<file path="config.mk">
export PLATFORM = sky130hd
export DESIGN_NAME = param_seq_detector
export DESIGN_NICKNAME = d
export VERILOG_FILES = /design/src/rtl/param_seq_detector.sv
export SDC_FILE = /design/constraint.sdc
export NUM_CORES = 1
export LEC_CHECK = 0
export BUFFER_PORTS_ARGS = -buffer_cell sky130_fd_sc_hd__buf_2
export CORE_AREA = 2 2 39 41
export DETAILED_ROUTE_END_ITERATION = 8
export DIE_AREA = 0 0 41 43
export PLACE_DENSITY = 0.42
export SLEW_MARGIN = 10
export SYNTH_ARGS = -nofsm -noshare
export SYNTH_HDL_FRONTEND = slang
export SYNTH_SLANG_ARGS = --single-unit
</file>
<file path="constraint.sdc">
create_clock -name clk -period 1.08 [get_ports clk]
set_clock_uncertainty 0.2 [all_clocks]
set_input_delay 0.054 -clock clk [delete_from_list [all_inputs] [get_ports clk]]
set_output_delay 0.054 -clock clk [all_outputs]
set_load 0.005 [all_outputs]
</file>
<file path="src/rtl/param_seq_detector.sv">
// Parametrised Mealy serial-sequence detector with run-time overlap select and a stall qualifier.
// Optional saturating match counter is built only when SEQ_DET_CNT_EN is defined.
//
// state | meaning
// ------+-----------------------------------------------------------
// 0     | no pattern prefix matched
// k     | first k pattern bits matched (1 <= k <= PAT_LEN-2)
// P-1   | all but the last bit matched; next accepted bit may hit

module param_seq_detector #(
    parameter int                 PAT_LEN = 4,
    parameter logic [PAT_LEN-1:0] PATTERN = 4'b1011,
    parameter int                 CNT_W   = 8
) (
    input  logic                       clk,
    input  logic                       rst,
    input  logic                       clr,
    input  logic                       in_valid,
    input  logic                       in,
    input  logic                       overlap,
    output logic                       out,
    output logic [CNT_W-1:0]           match_cnt,
    output logic [$clog2(PAT_LEN)-1:0] state_o
);

    localparam int SW = $clog2(PAT_LEN);
    localparam logic [SW-1:0] LAST = SW'(PAT_LEN - 1);

    // Longest proper suffix of PATTERN that is also a prefix.
    function automatic int border_len();
        int   best;
        logic eq;
        best = 0;
        for (int b = 1; b < PAT_LEN; b++) begin
            eq = 1'b1;
            for (int i = 0; i < b; i++)
                if (PATTERN[i] != PATTERN[PAT_LEN-b+i]) eq = 1'b0;
            if (eq) best = b;
        end
        return best;
    endfunction

    localparam int BORDER = border_len();

    // Longest prefix (<= cur+1) that ends the window; the bound keeps bits
    // already consumed by a non-overlapping match from being reused.
    function automatic logic [SW-1:0] kmp_next(input logic [PAT_LEN-1:0] w,
                                               input logic [SW-1:0]      cur);
        logic [SW-1:0] best;
        logic          eq;
        best = '0;
        for (int j = 1; j < PAT_LEN; j++) begin
            eq = 1'b1;
            for (int i = 0; i < j; i++)
                if (w[i] != PATTERN[PAT_LEN-j+i]) eq = 1'b0;
            if (eq && (j <= int'(cur) + 1)) best = SW'(j);
        end
        return best;
    endfunction

    logic [SW-1:0]      k;
    logic [SW-1:0]      k_nxt;
    logic [PAT_LEN-2:0] hist;
    logic [PAT_LEN-1:0] win;

    assign win     = {hist, in};
    assign state_o = k;

    always_ff @(posedge clk or negedge rst) begin
        if (!rst) begin
            k    <= '0;
            hist <= '0;
        end else if (clr) begin
            k    <= '0;
            hist <= '0;
        end else if (in_valid) begin
            k    <= k_nxt;
            hist <= win[PAT_LEN-2:0];
        end
    end

    always_comb begin
        k_nxt = k;
        if (out) begin
            k_nxt = overlap ? SW'(BORDER) : '0;
        end else begin
            k_nxt = kmp_next(win, k);
        end
    end

    always_comb begin
        out = in_valid & ~clr & (k == LAST) & (in == PATTERN[0]);
    end

`ifdef SEQ_DET_CNT_EN
    logic [CNT_W-1:0] cnt;

    always_ff @(posedge clk or negedge rst) begin
        if (!rst) begin
            cnt <= '0;
        end else if (clr) begin
            cnt <= '0;
        end else if (out && (cnt != {CNT_W{1'b1}})) begin
            cnt <= cnt + CNT_W'(1);
        end
    end

    assign match_cnt = cnt;
`else
    assign match_cnt = '0;
`endif

endmodule
</file>
==> run metrics <==
max_cap viols=0; first-pass GRT wire length=924 microns; Placed Instances=52; num rows=14; final antenna-violating net count=0; die span in x=41 microns; Worst-path clk slew=0.04 ns; biggest cell delay along the critical path=0.61 ns; H-Tree Level Count=1; gp weighted congestion=0.649; number of fillers in the final layout=156; Synth Cell Area=268 sq um; Max Clk Rate=849 MHz; maximum fanout along the worst path=3; leading register cell type out of synthesis=dfrtp_1; #FFs+latches synth=4; post-synth top area share=0.374; TritonCTS buffer count=3; TritonCTS sink count=4; vias in the first global route=225; core outline area=1380 sq um; switching power=97.9 uW; slowest cell on the critical path=dlygate4sd3_1; final period utilization=1.09; sequential cell area fraction in the yosys report=0.374; Area growth syn-to-layout=54.2%; Vias/cell=3.94; final instance count without filler cells=65; largest delay contributor family on the critical path=buffers and inverters; violated checks=negative hold slack, negative setup slack; sort of element at the end of the critical path=register; buffering stage count on the worst path with inverters included=2; Syn Inst Count=30; initial antenna violation count=0; number of buffers added on ports=8; arrival time at the worst endpoint=1.12 ns; largest net degree at the start of global routing=6; 1st-iter DRT viols=3; static power due to leakage=0.000213 uW; Seq pwr share=0.384; total global routing track utilization=0.0847; setup repair after global routing missed its margin=true; list of cells traversed by the critical path=buf_2, dlygate4sd3_1, nand3b_1, a311oi_1; number of warning messages in the yosys log=0; number of endpoints failing setup at the final stage=6; endpoint required time on the critical path=1.02 ns; die extent in y=43 microns; placed inst area=289 sq um; Setup crit start kind=input pin; final hold violation count=2; number of antenna repair diodes=0; HPWL after detailed placement=375 microns; sum of routed wire length over all layers=572 microns; area of all placed cells without fillers=413 sq um; final global-route overflow total=0; combinational power share=0.172; count of flip-flops with a built-in enable after synthesis=0; min Tclk post-route=1.18 ns; fraction of power consumed by the clock network=0.444; setup tns final=-0.343 ns; total via count after detailed routing=256; kind of critical path=input pin to register; number of design rule violations left after detail routing=0; CTS tree=yes; Mapped Avg Cell Area=8.93 sq um; number of optimization iterations in the first detailed-route pass=2; ratio of total power to cell area=1010 nW/um^2; number of pins with negative max-slew slack in the final report=0; share of post-route cells with drive strength above 1=0.327; clock latency reported for the late side of the worst-skew pair=0.24 ns; Finished Core Util=0.298; top cell types by occurrence after synthesis=buf_4, dfrtp_1, mux2i_1, nand2_1, nor2_1; status=complete, but fails checks; final worst hold slack=-0.0508 ns; switching power share of the total=0.235; clock root buffer master=clkbuf_4; Initial Utilization=0.193; library cell with the highest instance count after synthesis=buf_4; post-synthesis async set-or-reset flop share=1.00; Yosys top cell by area=dfrtp_1; Die ar.=1760 sq um; Top-Level Pins=17; number of distinct standard cells referenced by the synthesized netlist=15; final-stage net count=57; least setup slack across all paths after layout=-0.0981 ns; Max VDD drop=0.474 mV; biggest area contributors in the synthesized netlist=dfrtp_1, buf_4, mux2i_1; internal power consumption=320 uW; routed len/inst=8.80 microns; buffers from clock root to sink, at most=2; type of the tightest min-delay check=input pin to register
routing by layer:
| layer | global-route usage | wire, microns | vias up |
|---|---|---|---|
| li1 | - | - | 124 |
| met1 | 0.0879 | 222 | 117 |
| met2 | 0.113 | 276 | 15 |
| met3 | 0.0942 | 73 | 0 |
| met4 | 0.0200 | 0 | 0 |
| met5 | 0 | 0 | - |
cell families after synthesis:
group | count (synthesis) | synth area share
AOI/OAI and AO/OA | 3 | 0.0794
buffers and inverters | 10 | 0.257
DFF | 4 | 0.374
muxes | 3 | 0.112
other | 1 | 0.0140
and+or+nand+nor | 9 | 0.164
cells in the final DEF (no fill, tap or decap), drive strengths merged:
cell and instances:
nand2b 1, conb 8, nand2 4, dfrtp 4
o211ai 1, nand3b 1, clkbuf 3, mux2i 3
inv 1, nor3 1, a311oi 1, buf 11
nor2 2, dlygate4sd3 7, a21oi 1
final timing paths:
check	slack (ns)	startpoint	to	depth (start not counted)
min in group asynchronous	0.49	rst	state_o[1]	3
max in group asynchronous	0.06	rst	hist[0]	3
worst min register to register	0.33	hist[1]	hist[1]	2
worst max-delay path	-0.1	in	state_o[1]	4
worst min-delay path	-0.05	in_valid	hist[0]	3
worst max register to register	-0.06	state_o[0]	state_o[1]	4
cell type report:
| type | instances | area [sq um] | share of cell area |
|---|---|---|---|
| Timing Repair Buffer | 18 | 136 | 0.330 |
| Multi-Input combinational cell | 23 | 130 | 0.315 |
| Sequential cell | 4 | 100 | 0.242 |
| Clock buffer | 3 | 22.5 | 0.0545 |
| Tap cell | 16 | 20.0 | 0.0485 |
| Inverter | 1 | 3.75 | 0.00909 |
power groups by stage:
stage / combinational (uW) / clock, uW / sequential, uW
after floorplan: 45.4 / 0 / 163
after global placement: 44.6 / 0 / 163
after detailed placement: 44.4 / 0 / 163
after CTS: 63.7 / 195 / 160
after global routing: 81.9 / 221 / 161
final: 71.8 / 185 / 160
state kept, by name, summed over array words and instances, names as in the netlist:
name,count
state_o,2
hist,2
metrics by stage:
step / setup slack [ns] / total power (uW)
2_1_floorplan: 0.0353 / 208
3_3_place_gp: 0.00235 / 208
3_5_place_dp: -0.0125 / 208
4_1_cts: -0.0801 / 419
5_1_grt: -0.147 / 464
6_report: -0.0981 / 418
what timing repair did:
action / in CTS / in global routing
setup buffers: 3 / 0
pin swaps: 3 / 0
resized for setup: 2 / 0
setup endpoints to repair: 2 / 5
hold buffers: 4 / 3
hold endpoints to repair: 8 / 4
worst reg2reg max path, stage by stage, from the launching register on:
cell	delay [ns]
dfrtp_1	0.35
nand2_2	0.07
buf_6	0.12
mux2i_1	0.10
a311oi_1	0.20
Note: power is estimated with default switching activity, not from simulation.
